**src/rtl/s3g_requester.sv**
```systemverilog
// Host-side S3G link initiator: frames a request (0xD5, len, payload, CRC8) over a UART
// byte interface, then receives and CRC-checks the response, with internal timeout and retry.
module s3g_requester #(
    parameter int TIMEOUT_CYCLES = 1000000,
    parameter int MAX_RETRIES    = 2
) (
    input  logic         clk,
    input  logic         rst,
    input  logic         req_valid,
    output logic         req_ready,
    input  logic [7:0]   req_len,
    input  logic [127:0] req_payload,
    output logic [7:0]   tx_data,
    output logic         tx_wr,
    input  logic         tx_done,
    input  logic [7:0]   rx_data,
    input  logic         rx_done,
    output logic         resp_valid,
    output logic [7:0]   resp_len,
    output logic [127:0] resp_payload,
    output logic         resp_error,
    output logic [1:0]   err_code
);
    localparam int TO_W = $clog2(TIMEOUT_CYCLES + 1);
    localparam int RW   = (MAX_RETRIES < 1) ? 1 : $clog2(MAX_RETRIES + 1);
    localparam logic [TO_W-1:0] TO_LAST   = TO_W'(TIMEOUT_CYCLES - 1);
    localparam logic [RW-1:0]   RETRY_MAX = RW'(MAX_RETRIES);

    typedef enum logic [3:0] {
        IDLE, TX_D5, TX_LEN, TX_PAY, TX_CRC, RX_D5, RX_LEN, RX_PAY, RX_CRC, RETRY
    } state_t;

    // Maxim/iButton CRC8 (reflected 0x8C), one byte
    function automatic logic [7:0] crc8_byte(input logic [7:0] crc, input logic [7:0] data);
        logic [7:0] c;
        c = crc ^ data;
        for (int i = 0; i < 8; i++) begin
            c = c[0] ? ((c >> 1) ^ 8'h8C) : (c >> 1);
        end
        return c;
    endfunction

    state_t            state_r, state_s;
    logic              tx_wait_r, tx_wait_s;
    logic [4:0]        idx_r, idx_s;
    logic [7:0]        crc_r, crc_s;
    logic [4:0]        req_len_r, req_len_s;
    logic [127:0]      req_pay_r, req_pay_s;
    logic [4:0]        rx_len_r, rx_len_s;
    logic [127:0]      rx_pay_r, rx_pay_s;
    logic [TO_W-1:0]   to_cnt_r, to_cnt_s;
    logic [RW-1:0]     retry_r, retry_s;
    logic              req_ready_r, req_ready_s;
    logic [7:0]        tx_data_r, tx_data_s;
    logic              tx_wr_r, tx_wr_s;
    logic              resp_valid_r, resp_valid_s;
    logic [7:0]        resp_len_r, resp_len_s;
    logic [127:0]      resp_payload_r, resp_payload_s;
    logic              resp_error_r, resp_error_s;
    logic [1:0]        err_code_r, err_code_s;
    logic [7:0]        tx_byte_s, req_byte_s;
    logic              tx_state_s, rx_state_s, sent_s, timeout_s, fail_s;
    logic [1:0]        cause_s;

    assign req_ready    = req_ready_r;
    assign tx_data      = tx_data_r;
    assign tx_wr        = tx_wr_r;
    assign resp_valid   = resp_valid_r;
    assign resp_len     = resp_len_r;
    assign resp_payload = resp_payload_r;
    assign resp_error   = resp_error_r;
    assign err_code     = err_code_r;

    // Next-state and next-output computation for the whole requester
    always_comb begin
        state_s        = state_r;
        idx_s          = idx_r;
        crc_s          = crc_r;
        req_len_s      = req_len_r;
        req_pay_s      = req_pay_r;
        rx_len_s       = rx_len_r;
        rx_pay_s       = rx_pay_r;
        retry_s        = retry_r;
        tx_wait_s      = 1'b0;
        tx_wr_s        = 1'b0;
        tx_data_s      = tx_data_r;
        resp_valid_s   = 1'b0;
        resp_len_s     = resp_len_r;
        resp_payload_s = resp_payload_r;
        resp_error_s   = 1'b0;
        err_code_s     = err_code_r;
        tx_byte_s      = 8'h00;
        fail_s         = 1'b0;
        cause_s        = 2'd0;
        req_byte_s     = req_pay_r[{idx_r[3:0], 3'b000} +: 8];
        tx_state_s     = (state_r == TX_D5) || (state_r == TX_LEN) ||
                         (state_r == TX_PAY) || (state_r == TX_CRC);
        rx_state_s     = (state_r == RX_D5) || (state_r == RX_LEN) ||
                         (state_r == RX_PAY) || (state_r == RX_CRC);
        sent_s         = tx_wait_r && tx_done;
        timeout_s      = rx_state_s && !rx_done && (to_cnt_r == TO_LAST);

        // Idle gap counter restarts on every received byte
        if (rx_state_s && !rx_done) begin
            to_cnt_s = to_cnt_r + 1'b1;
        end else begin
            to_cnt_s = '0;
        end

        case (state_r)
            IDLE: begin
                if (req_valid && ((req_len == 8'd0) || (req_len > 8'd16))) begin
                    resp_error_s = 1'b1;
                    err_code_s   = 2'd3;
                end else if (req_valid) begin
                    req_len_s = req_len[4:0];
                    req_pay_s = req_payload;
                    idx_s     = 5'd0;
                    crc_s     = 8'h00;
                    retry_s   = '0;
                    state_s   = TX_D5;
                end else begin
                    state_s = IDLE;
                end
            end
            TX_D5: begin
                tx_byte_s = 8'hD5;
                state_s   = sent_s ? TX_LEN : TX_D5;
            end
            TX_LEN: begin
                tx_byte_s = {3'b000, req_len_r};
                idx_s     = 5'd0;
                state_s   = sent_s ? TX_PAY : TX_LEN;
            end
            TX_PAY: begin
                tx_byte_s = req_byte_s;
                if (!tx_wait_r) begin
                    crc_s = crc8_byte(crc_r, req_byte_s);
                end else if (sent_s && (idx_r + 5'd1 == req_len_r)) begin
                    idx_s   = 5'd0;
                    state_s = TX_CRC;
                end else if (sent_s) begin
                    idx_s = idx_r + 5'd1;
                end else begin
                    state_s = TX_PAY;
                end
            end
            TX_CRC: begin
                tx_byte_s = crc_r;
                if (sent_s) begin
                    crc_s   = 8'h00;
                    state_s = RX_D5;
                end else begin
                    state_s = TX_CRC;
                end
            end
            RX_D5: begin
                if (timeout_s) begin
                    fail_s  = 1'b1;
                    cause_s = 2'd1;
                end else if (rx_done && (rx_data == 8'hD5)) begin
                    state_s = RX_LEN;
                end else begin
                    state_s = RX_D5;
                end
            end
            RX_LEN: begin
                if (timeout_s) begin
                    fail_s  = 1'b1;
                    cause_s = 2'd1;
                end else if (rx_done && (rx_data > 8'd16)) begin
                    fail_s  = 1'b1;
                    cause_s = 2'd3;
                end else if (rx_done) begin
                    rx_len_s = rx_data[4:0];
                    rx_pay_s = '0;
                    idx_s    = 5'd0;
                    state_s  = (rx_data == 8'd0) ? RX_CRC : RX_PAY;
                end else begin
                    state_s = RX_LEN;
                end
            end
            RX_PAY: begin
                if (timeout_s) begin
                    fail_s  = 1'b1;
                    cause_s = 2'd1;
                end else if (rx_done) begin
                    rx_pay_s[{idx_r[3:0], 3'b000} +: 8] = rx_data;
                    crc_s   = crc8_byte(crc_r, rx_data);
                    idx_s   = (idx_r + 5'd1 == rx_len_r) ? 5'd0 : idx_r + 5'd1;
                    state_s = (idx_r + 5'd1 == rx_len_r) ? RX_CRC : RX_PAY;
                end else begin
                    state_s = RX_PAY;
                end
            end
            RX_CRC: begin
                if (timeout_s) begin
                    fail_s  = 1'b1;
                    cause_s = 2'd1;
                end else if (rx_done && (rx_data == crc_r)) begin
                    resp_valid_s   = 1'b1;
                    resp_len_s     = {3'b000, rx_len_r};
                    resp_payload_s = rx_pay_r;
                    retry_s        = '0;
                    state_s        = IDLE;
                end else if (rx_done) begin
                    fail_s  = 1'b1;
                    cause_s = 2'd2;
                end else begin
                    state_s = RX_CRC;
                end
            end
            RETRY: begin
                if (retry_r < RETRY_MAX) begin
                    retry_s = retry_r + 1'b1;
                    idx_s   = 5'd0;
                    crc_s   = 8'h00;
                    state_s = TX_D5;
                end else begin
                    resp_error_s = 1'b1;
                    retry_s      = '0;
                    state_s      = IDLE;
                end
            end
            default: begin
                state_s = IDLE;
            end
        endcase

        state_s    = fail_s ? RETRY : state_s;
        err_code_s = fail_s ? cause_s : err_code_s;

        // One write strobe per byte, then hold until the transmitter reports completion
        if (tx_state_s && !tx_wait_r) begin
            tx_wr_s   = 1'b1;
            tx_data_s = tx_byte_s;
            tx_wait_s = 1'b1;
        end else if (tx_state_s) begin
            tx_wait_s = !tx_done;
        end else begin
            tx_wait_s = 1'b0;
        end

        req_ready_s = (state_s == IDLE);
    end

    // State and registered outputs
    always_ff @(posedge clk or negedge rst) begin
        if (!rst) begin
            state_r        <= IDLE;
            tx_wait_r      <= 1'b0;
            idx_r          <= 5'd0;
            crc_r          <= 8'h00;
            req_len_r      <= 5'd0;
            req_pay_r      <= 128'd0;
            rx_len_r       <= 5'd0;
            rx_pay_r       <= 128'd0;
            to_cnt_r       <= '0;
            retry_r        <= '0;
            req_ready_r    <= 1'b1;
            tx_data_r      <= 8'h00;
            tx_wr_r        <= 1'b0;
            resp_valid_r   <= 1'b0;
            resp_len_r     <= 8'd0;
            resp_payload_r <= 128'd0;
            resp_error_r   <= 1'b0;
            err_code_r     <= 2'd0;
        end else begin
            state_r        <= state_s;
            tx_wait_r      <= tx_wait_s;
            idx_r          <= idx_s;
            crc_r          <= crc_s;
            req_len_r      <= req_len_s;
            req_pay_r      <= req_pay_s;
            rx_len_r       <= rx_len_s;
            rx_pay_r       <= rx_pay_s;
            to_cnt_r       <= to_cnt_s;
            retry_r        <= retry_s;
            req_ready_r    <= req_ready_s;
            tx_data_r      <= tx_data_s;
            tx_wr_r        <= tx_wr_s;
            resp_valid_r   <= resp_valid_s;
            resp_len_r     <= resp_len_s;
            resp_payload_r <= resp_payload_s;
            resp_error_r   <= resp_error_s;
            err_code_r     <= err_code_s;
        end
    end
endmodule
```
**config.mk**
```make
export PLATFORM = sky130hd
export DESIGN_NAME = s3g_requester
export DESIGN_NICKNAME = d
export VERILOG_FILES = /design/src/rtl/s3g_requester.sv
export SDC_FILE = /design/constraint.sdc
export NUM_CORES = 1
export LEC_CHECK = 0
export BUFFER_PORTS_ARGS = -buffer_cell sky130_fd_sc_hd__buf_2
export CORE_ASPECT_RATIO = 0.75
export CORE_MARGIN = 10
export CORE_UTILIZATION = 57
export DETAILED_ROUTE_END_ITERATION = 10
export GPL_TIMING_DRIVEN = 0
export HOLD_SLACK_MARGIN = 0.12
export PLACE_DENSITY = 0.8
export SYNTH_ARGS = -nofsm -noshare
export SYNTH_HDL_FRONTEND = slang
export SYNTH_SLANG_ARGS = --single-unit
```
**constraint.sdc**
```tcl
create_clock -name clk -period 3.71 [get_ports clk]
set_input_delay 0.1855 -clock clk [delete_from_list [all_inputs] [get_ports clk]]
set_output_delay 0.1855 -clock clk [all_outputs]
set_load 0.05 [all_outputs]
```
==> flow_summary.ini, run 1 <==
[grt]
grt_max_degree = 128
grtUsageMet1_pct = 36.4
antenna_found_initial = 4
grtUsageMet3_pct = 7.70
grt_pass1_wl_um = 95300
top_usage_layer = met2
grt_usage_pct = 28.6
first_global_vias = 15900
grt_overflow = 0
grt_use_met2_pct = 45.6

[floorplan]
num_rows = 58
core-area_um2 = 33900
fp.dieH_um = 181
ios = 299
die-width_um = 235
dieArea_um2 = 42600
start_util_pct = 58.3

[timing]
tightestPinTransition_ns = 1.18
clock_skew_ns = 0.0188
finalCritPeriodShare_pct = 99.3
finalSetupViolations = 0
drv_slew = 0
fin_crit_ns = 3.68
worst_slack_ns = 0.0277
rsz0062_at_grt = yes
final-hold-violation-count = 0
max_slew_margin_pct = 20.7
fmax_ghz = 0.272

[synth]
synth_top_family_by_area = multiplexers
syn_area_per_cell_um2 = 13.3
ys_seq_area_share_pct = 57.4
synth_compound_area_share_pct = 9.63
synth-xor-area-share_pct = 3.10
postSynth.asyncResetShare_pct = 100
yosys.area_share.simple_pct = 6.81
yosys_most_used_dff = dfrtp_1
ys.warnings.count = 0
synth-seq-cells = 453
synth.area.mux_share_pct = 20.1
ys_types = 80
netlist_instances = 1484
synthAdderAreaFrac_pct = 0.380
mappedNetlistArea_um2 = 19800
synth_edf_count = 0

[critical_path]
crit_family = simple AND/OR/NAND/NOR gates
startpoint = idx_r[0]$_DFFE_PN0P_
cp.buffers_inverters = 7
reg2reg_slack_ns = 0.03
crit_path_end_kind = flip-flop
crit_slowest_cell = nor2_1
crit_type = reg -> reg
rr_worst_depth = 12
path_max_fanout = 10
r2r_end = rx_pay_r[97]$_DFFE_PN0P_
reg2reg_from = idx_r[0]$_DFFE_PN0P_
arrival_ns = 4.17
critPathLaunchType = flip-flop
path_cells = buf_6 -> buf_12 -> buf_12 -> buf_8 -> buf_8 -> inv_1 -> ha_2 -> clkbuf_2 -> or3_1 -> or3_1 -> nor2_1 -> a32o_1
cp.depth = 12
max_stage_delay_ns = 0.51
cp.required_ns = 4.20

[outcome]
status = complete, no violations

[layout]
fin_area_um2 = 24800
nNetsFinal = 2115
areaGrowthSynthToFinish_pct = 25.7
drive_above_1_share_pct = 34.9

[routing]
drt-initial-drc-count = 1566
drc = 0
viasPerCell = 6.14
postRouteAntennaNets = 0
drt_first_pass_iters = 5
wl_per_cell_um = 25.6
vias = 15000
wirelength_um = 62600

[clock_tree]
post-cts-setup-buffers = 0
cts_buffer_depth = 3
cts.clk_slew.worst_paths_ns = 0.06
clk_latency_ns = 0.57
cts_buffers = 44
cts_sinks = 453
cts_tree = built
ctsRootBufferMaster = clkbuf_16
htreeDepth = 2

[flow_run]
drv_cap = 0

[power_and_ir_drop]
sequentialPowerShare_pct = 41.4
p_sw_share_pct = 31.3
internal_power_mw = 10.6
power_switching_mw = 4.82
ir_drop_mv = 0.485
combPwrFrac_pct = 26.9
power_leakage_nw = 12.1
power_density_nw_per_um2 = 620
power_frac_clock_pct = 31.6

[placement]
pre_cts_slack_ns = -0.0569
placed_area_um2 = 21900
place_hpwl_um = 41000
place_congestion = 0.901
io_buffers = 291

[hold_path]
hold_depth = 5
hold_end = err_code[1]$_DFFE_PN0P_
hold_path_class = in -> reg
hold_start = req_valid
kinds of logic after synthesis:
| group | count (synthesis) |
|---|---|
| XOR/XNOR | 64 |
| AO/OA/AOI/OAI | 244 |
| AND/OR/NAND/NOR | 279 |
| other | 1 |
| multiplexers | 330 |
| adder cells (fa/ha/maj) | 6 |
| buffers and inverters | 107 |
| flip-flops | 453 |
tightest hold or removal path, stage by stage:
cell,delay [ns]
buf_2,0.10
nand3_1,0.07
a21oi_1,0.07
nor3b_1,0.17
nor2_1,0.05
synth_stat cells (4+ instances only):
cell | number | area (um2)
dfrtp_1 | 452 | 11300
mux2_2 | 278 | 3130
a22o_1 | 99 | 867
nand2_1 | 79 | 297
nor2_1 | 76 | 285
clkbuf_1 | 64 | 240
o21ai_0 | 34 | 170
xnor2_1 | 33 | 289
mux2i_1 | 31 | 310
a32o_1 | 26 | 260
xor2_1 | 26 | 228
nand3_1 | 25 | 125
a21oi_1 | 20 | 100
nor3_1 | 15 | 75.1
mux4_1 | 14 | 368
inv_1 | 13 | 48.8
nor2b_1 | 13 | 81.3
a22oi_1 | 12 | 90.1
and3_1 | 12 | 75.1
buf_2 | 10 | 50.1
or3_1 | 10 | 62.6
nand4_1 | 9 | 56.3
and2_1 | 8 | 50.1
o21ai_1 | 8 | 40.0
mux4_2 | 7 | 158
nand2b_1 | 7 | 43.8
a31oi_1 | 6 | 37.5
buf_4 | 6 | 45.0
ha_1 | 6 | 75.1
nor4_1 | 6 | 37.5
o22ai_1 | 6 | 37.5
buf_1 | 4 | 15.0
nor3b_1 | 4 | 30.0
worst max-delay path by stage:
stage	to
finish	rx_pay_r[97]$_DFFE_PN0P_
global route	rx_pay_r[60]$_DFFE_PN0P_
CTS	rx_pay_r[97]$_DFFE_PN0P_
detailed placement	resp_payload[74]$_DFFE_PN0P_
global placement	resp_payload[111]$_DFFE_PN0P_
floorplan	rx_pay_r[100]$_DFFE_PN0P_
power groups by stage:
stage	Clock, mW	Sequential, mW	Combinational, mW
floorplan	0	6.33	2.75
global placement	0	6.29	3.75
detailed placement	0	6.35	3.86
CTS	4.88	6.27	4.00
global route	5.10	6.41	4.42
finish	4.87	6.38	4.15
layer usage:
layer | share of wire [%] | up-vias
met4 | 4.1 | 0
met1 | 40 | 7682
li1 | - | 6383
met3 | 8.8 | 174
met2 | 47 | 809
met5 | 0 | -
stage by stage:
step / total power, mW / util, % / std cells / hold slack [ns] / TNS, ns
after floorplan: 9.08 / - / 1486 / -0.110 / 0
after global placement: 10.0 / 64.3 / 2227 / 0.418 / -2807.40
after detailed placement: 10.2 / 64.5 / 2230 / 0.295 / -0.596
after CTS: 15.2 / 73.2 / 2446 / 0.131 / 0
after global routing: 15.9 / 73.2 / 2449 / 0.179 / -1.43
final: 15.4 / 73.2 / 2449 / 0.148 / 0
final cells by class:
type / instances / area (um2)
diodes: 4 / 10.0
plain buffers: 90 / 444
clock buffers: 66 / 1330
clock inverters: 15 / 246
fillers: 2180 / 9070
inverters: 16 / 60.1
multi-input cells: 926 / 7930
flip-flops and latches: 453 / 11300
well taps: 450 / 563
repair buffers: 429 / 2900
what timing repair did:
item                                   CTS  global route
resized for setup                        0             6
endpoints found under the hold margin  239             0
setup endpoints to repair                0            64
hold buffers                           135             0
flip-flops by register name (all words and copies together), names as in the netlist:
signal,flops
rx_len_r,5
req_pay_r,128
state_r,4
resp_len,5
rx_pay_r,128
retry_r,2
req_len_r,5
resp_error,1
err_code,2
tx_wait_r,1
crc_r,8
idx_r,5
tx_wr,1
resp_valid,1
req_ready,1
tx_data,8
resp_payload,128
to_cnt_r,20
cells in the final DEF (no fill, tap or decap), types with 12 or more instances in the layout:
cell / synthesis / layout
dfrtp_1: 452 / 452
buf_2: 10 / 300
mux2_2: 278 / 278
dlygate4sd3_1: 0 / 135
a22o_1: 99 / 99
nand2_1: 79 / 79
nor2_1: 76 / 76
clkbuf_1: 64 / 73
clkbuf_16: 0 / 46
o21ai_0: 34 / 34
xnor2_1: 33 / 33
mux2i_1: 31 / 31
xor2_1: 26 / 26
a32o_1: 26 / 26
nand3_1: 25 / 25
a21oi_1: 20 / 20
nor3_1: 15 / 14
mux4_1: 14 / 14
inv_1: 13 / 13
nor2b_1: 13 / 13
and3_1: 12 / 12
a22oi_1: 12 / 12
No activity file was read; power rests on OpenSTA's default activity.
==> inputs of run 2 (changes only) <==
--- a/config.mk
+++ b/config.mk
@@ -8,11 +8,11 @@
 export BUFFER_PORTS_ARGS = -buffer_cell sky130_fd_sc_hd__buf_2
 export CORE_ASPECT_RATIO = 0.75
 export CORE_MARGIN = 10
-export CORE_UTILIZATION = 57
+export CORE_UTILIZATION = 45
 export DETAILED_ROUTE_END_ITERATION = 10
 export GPL_TIMING_DRIVEN = 0
 export HOLD_SLACK_MARGIN = 0.12
-export PLACE_DENSITY = 0.8
+export PLACE_DENSITY = 0.65
 export SYNTH_ARGS = -nofsm -noshare
 export SYNTH_HDL_FRONTEND = slang
 export SYNTH_SLANG_ARGS = --single-unit
==> run 2 against run 1 <==
Largest cell class unchanged. Sequential cell count is the same. Combinational power shrank 3%. Via count shrank 4.9%.
==> flow_summary.ini, run 2 (synthesis gave the netlist of run 1 again) <==
[outcome]
status = complete, no violations

[timing]
tightestPinTransition_ns = 1.07
fin_crit_ns = 3.53
final-hold-violation-count = 0
rsz0062_at_grt = no
drv_slew = 0
fin_hold_ws_ns = 0.159
finalSetupViolations = 0
clock_skew_ns = 0.0138
finalCritPeriodShare_pct = 95.1
max_slew_margin_pct = 28.4
fmax_ghz = 0.283

[grt]
grt_overflow = 0
antenna_found_initial = 6
first_global_vias = 15100
grt_pass1_wl_um = 92600
grt_max_degree = 128
grt_usage_pct = 22.8

[floorplan]
fp.dieH_um = 201
num_rows = 66
core-area_um2 = 43400
dieArea_um2 = 52800
ios = 299
start_util_pct = 45.6
die-width_um = 262

[power_and_ir_drop]
power_leakage_nw = 12.1
ir_drop_mv = 0.521
power_density_nw_per_um2 = 597

[critical_path]
crit_path_end_kind = flip-flop
max_stage_delay_ns = 0.49
cp.required_ns = 4.19
crit_type = reg -> reg
critPathLaunchType = flip-flop
arrival_ns = 4.01
path_max_fanout = 10
path_cells = buf_6 -> buf_12 -> buf_12 -> buf_8 -> buf_8 -> inv_1 -> ha_1 -> clkbuf_2 -> or3_1 -> or3_1 -> nor2_2 -> a32o_1
crit_slowest_cell = or3_1

[routing]
wl_per_cell_um = 23.6
wirelength_um = 61000
postRouteAntennaNets = 0
drc = 0
vias = 14300
drt-initial-drc-count = 972
viasPerCell = 5.54
drt_first_pass_iters = 5

[clock_tree]
clk_latency_ns = 0.56
post-cts-setup-buffers = 0
cts_buffers = 46
cts.clk_slew.worst_paths_ns = 0.06
htreeDepth = 2
cts_sinks = 453
cts_buffer_depth = 3
cts_tree = built
ctsRootBufferMaster = clkbuf_16

[placement]
dp.cells = 2359
placed_area_um2 = 22000
place_congestion = 0.848
io_buffers = 291
place_hpwl_um = 42400

[layout]
nNetsFinal = 2118
finalNonFillerCells = 2581
fin_area_um2 = 24900
drive_above_1_share_pct = 35.2
final_common_cell = dfrtp_1
areaGrowthSynthToFinish_pct = 26.1
layout_common_cells = 451 x dfrtp_1, 300 x buf_2, 278 x mux2_2, 135 x dlygate4sd3_1, 99 x a22o_1

[flow_run]
drv_cap = 0

[hold_path]
hold_path_class = in -> reg
-- run 2: changes by cell type in the layout (fill, tap and decap cells not counted), sizes merged --
| cell | change |
|---|---|
| buf | +1 |
| bufinv | -4 |
| clkbuf | -2 |
| clkinv | +3 |
| diode | +3 |
| inv | +3 |
-- run 2: worst max-delay path: cells and delay by family, from the launching register on --
kind | cells | cell delay (ns)
compound gates | 1 | 0.22
fa+ha+maj | 1 | 0.30
buf+inv | 7 | 1.18
flops | 1 | 0.41
simple gates | 3 | 1.31
-- run 2: area by class of cell --
class	instances	area [um2]
Buffer	90	444
Clock inverter	17	159
Sequential cell	453	11300
Tap cell	578	723
Fill cell	3538	18400
Timing Repair Buffer	430	2910
Multi-Input combinational cell	926	7960
Antenna cell	7	17.5
Inverter	16	60.1
Clock buffer	64	1290
-- run 2: metrics by stage --
stage / setup TNS, ns / worst slack [ns] / util, % / power [mW]
2_1_floorplan: 0 / 0.758 / - / 9.08
3_3_place_gp: -2952.44 / -6.47 / 50.6 / 10.1
3_5_place_dp: 0 / 0.00335 / 50.9 / 10.2
4_1_cts: 0 / 0.00401 / 57.3 / 14.9
5_1_grt: 0 / 0.0297 / 57.4 / 15.6
6_report: 0 / 0.182 / 57.5 / 14.9
-- run 2: worst paths after layout --
| path | from | endpoint | depth (start not counted) | slack, ns |
|---|---|---|---|---|
| max in group asynchronous | rst | rx_pay_r[116]$_DFFE_PN0P_ | 3 | 2.33 |
| setup / recovery | idx_r[0]$_DFFE_PN0P_ | rx_pay_r[35]$_DFFE_PN0P_ | 12 | 0.18 |
| hold / removal | req_valid | err_code[1]$_DFFE_PN0P_ | 5 | 0.16 |
| hold reg to reg | tx_data[3]$_DFFE_PN0P_ | tx_data[3]$_DFFE_PN0P_ | 2 | 0.47 |
| min in group asynchronous | rst | to_cnt_r[5]$_DFF_PN0_ | 2 | 0.26 |
| setup reg to reg | idx_r[0]$_DFFE_PN0P_ | rx_pay_r[35]$_DFFE_PN0P_ | 12 | 0.18 |
-- run 2: layer usage --
metal	track usage [%]	part of all wire, %
met5	0	0
met4	5.98	2.0
met3	5.90	7.0
met2	35.4	47
met1	31.1	44
-- run 2: power by group --
group | switching (mW) | leakage (nW) | internal (mW)
Combinational | 2.10 | 5.22 | 1.92
Clock | 1.98 | 0.716 | 2.58
Sequential | 0.523 | 6.14 | 5.75
-- run 2: repair_timing --
| item | 4_1_cts | 5_1_grt |
|---|---|---|
| hold buffers | 135 | 0 |
| resized for setup | 1 | 11 |
| endpoints found under the hold margin | 222 | 0 |
| pin swaps | 0 | 2 |
| endpoints found under the setup margin | 8 | 62 |
==> inputs of run 3 (changes only) <==
--- a/config.mk
+++ b/config.mk
@@ -12,6 +12,7 @@
 export DETAILED_ROUTE_END_ITERATION = 10
 export GPL_TIMING_DRIVEN = 0
 export HOLD_SLACK_MARGIN = 0.12
+export MAX_ROUTING_LAYER = met4
 export PLACE_DENSITY = 0.65
 export SYNTH_ARGS = -nofsm -noshare
 export SYNTH_HDL_FRONTEND = slang
==> run 3 against run 2 <==
Critical path depth unchanged. Clock skew rose by 0.0053 ns. Highest routed layer unchanged. Count of clock-buffer cells in the layout is 7 higher. Sequential share of layout area fell by 0.27 points. Maximum frequency is 2.7% lower. Critical endpoint is now rx_pay_r[36]$_DFFE_PN0P_.
==> flow_summary.ini, run 3 (synthesis gave the netlist of run 1 again) <==
[grt]
grtUsageMet3_pct = 4.74
grtUsageMet1_pct = 32.1
first_global_vias = 15200
top_usage_layer = met2
antenna_found_initial = 2
grt_pass1_wl_um = 93000
grt_usage_pct = 23.4
grt_use_met2_pct = 35.4
grt_max_degree = 121
grt_overflow = 0

[critical_path]
crit_type = reg -> reg
crit_path_end_kind = flip-flop
critPathLaunchType = flip-flop
path_max_fanout = 10
crit_slowest_cell = nor2_1
path_cells = buf_6 -> buf_12 -> buf_12 -> buf_8 -> buf_8 -> inv_1 -> ha_1 -> clkbuf_2 -> or3_1 -> or3_1 -> nor2_1 -> a32o_1
cp.required_ns = 4.21
reg2reg_from = idx_r[0]$_DFFE_PN0P_
r2r_end = rx_pay_r[36]$_DFFE_PN0P_
max_stage_delay_ns = 0.51
rr_worst_depth = 12
arrival_ns = 4.12
reg2reg_slack_ns = 0.08

[floorplan]
die-width_um = 262
dieArea_um2 = 52800
ios = 299
num_rows = 66
start_util_pct = 45.6
core-area_um2 = 43400
fp.dieH_um = 201

[hold_path]
hold_path_class = in -> reg
hold_end = err_code[0]$_DFFE_PN0P_
hold_depth = 5
hold_start = req_valid

[layout]
final_common_cell = dfrtp_1
fillers = 3518
drive_above_1_share_pct = 35.4
final_util_pct = 57.8
layout_common_cells = 451 x dfrtp_1, 300 x buf_2, 278 x mux2_2, 135 x dlygate4sd3_1, 99 x a22o_1
finalNonFillerCells = 2581
nNetsFinal = 2119
areaGrowthSynthToFinish_pct = 26.9

[power_and_ir_drop]
internal_power_mw = 10.6
ir_drop_mv = 0.407
power_frac_clock_pct = 32.4
power_density_nw_per_um2 = 609
combPwrFrac_pct = 26.5
finalPower_mw = 15.3
p_sw_share_pct = 30.5
power_leakage_nw = 12.2
sequentialPowerShare_pct = 41.1
power_switching_mw = 4.65

[clock_tree]
cts.clk_slew.worst_paths_ns = 0.06
cts_sinks = 453
htreeDepth = 2
cts_buffers = 45
cts_tree = built
ctsRootBufferMaster = clkbuf_16
clk_latency_ns = 0.57
cts_buffer_depth = 3

[timing]
clock_skew_ns = 0.0191
fmax_ghz = 0.276
fin_hold_ws_ns = 0.132
rsz0062_at_grt = yes
tightestPinTransition_ns = 1.07
finalSetupViolations = 0
final-hold-violation-count = 0
worst_slack_ns = 0.0829
max_slew_margin_pct = 28.0
finalCritPeriodShare_pct = 97.8
fin_crit_ns = 3.63
drv_slew = 0

[routing]
viasPerCell = 5.57
drc = 0
drt_first_pass_iters = 5
wirelength_um = 60900
drt-initial-drc-count = 1062
vias = 14400
postRouteAntennaNets = 0
wl_per_cell_um = 23.6

[flow_run]
drv_cap = 0

[placement]
pre_cts_slack_ns = -0.0921
place_hpwl_um = 42700
io_buffers = 291
place_congestion = 0.876
dp.cells = 2359

[outcome]
status = complete, no violations
[run 3: power by group through the flow]
stage | sequential [mW] | clock [mW] | combinational, mW
after floorplan | 6.33 | 0 | 2.75
after CTS | 6.25 | 5.00 | 4.00
final | 6.27 | 4.94 | 4.04
after global placement | 6.30 | 0 | 3.78
after detailed placement | 6.34 | 0 | 3.87
after global routing | 6.35 | 5.21 | 4.37
[run 3: critical path: cells and delay by family, from the launching register on]
| kind | cells | cell delay [ns] |
|---|---|---|
| and+or+nand+nor | 3 | 1.40 |
| buffers and inverters | 7 | 1.18 |
| DFF | 1 | 0.41 |
| adders and majority gates | 1 | 0.30 |
| AOI/OAI and AO/OA | 1 | 0.25 |
[run 3: cell type report]
cell class / count / area (um2) / share of cell area [%]
sequential: 453 / 11300 / 45.2
multi-input combinational: 926 / 7950 / 31.7
timing repair buffer: 431 / 2920 / 11.6
clock buffer: 71 / 1420 / 5.68
tap: 578 / 723 / 2.89
buffer: 91 / 448 / 1.79
clock inverter: 12 / 189 / 0.754
inverter: 16 / 60.1 / 0.240
antenna: 3 / 7.51 / 0.0300
[run 3: metal layers]
layer  part of all wire [%]  wire [um]
met1                     45      27300
met2                     46      28200
met3                    7.0       4290
met4                    1.9       1170
met5                      0          0
[run 3: how the worst max path moves through the flow]
stage | startpoint | endpoint | slack, ns | depth (start not counted)
after floorplan | idx_r[0]$_DFFE_PN0P_ | rx_pay_r[100]$_DFFE_PN0P_ | 0.76 | 12
after global placement | rst | rx_pay_r[108]$_DFFE_PN0P_ | -6.46 | 1
after detailed placement | rx_data[2] | resp_payload[76]$_DFFE_PN0P_ | -0.09 | 9
after CTS | idx_r[0]$_DFFE_PN0P_ | req_ready$_DFF_PN1_ | 0.001 | 15
after global routing | idx_r[0]$_DFFE_PN0P_ | rx_pay_r[36]$_DFFE_PN0P_ | -0.12 | 12
final | idx_r[0]$_DFFE_PN0P_ | rx_pay_r[36]$_DFFE_PN0P_ | 0.08 | 12
[run 3: stage by stage]
step           cell area (um2)  setup TNS (ns)
3_3_place_gp             21900        -2963.02
2_1_floorplan            19800               0
5_1_grt                  25100           -2.91
3_5_place_dp             22000           -1.89
4_1_cts                  25000               0
6_report                 25100               0
[run 3: timing repair]
| item | CTS | global route |
|---|---|---|
| gates resized for setup | 0 | 10 |
| hold buffers | 135 | 0 |
| endpoints found under the hold margin | 235 | 0 |
| buffers inserted | 0 | 1 |
| setup endpoints to repair | 0 | 72 |
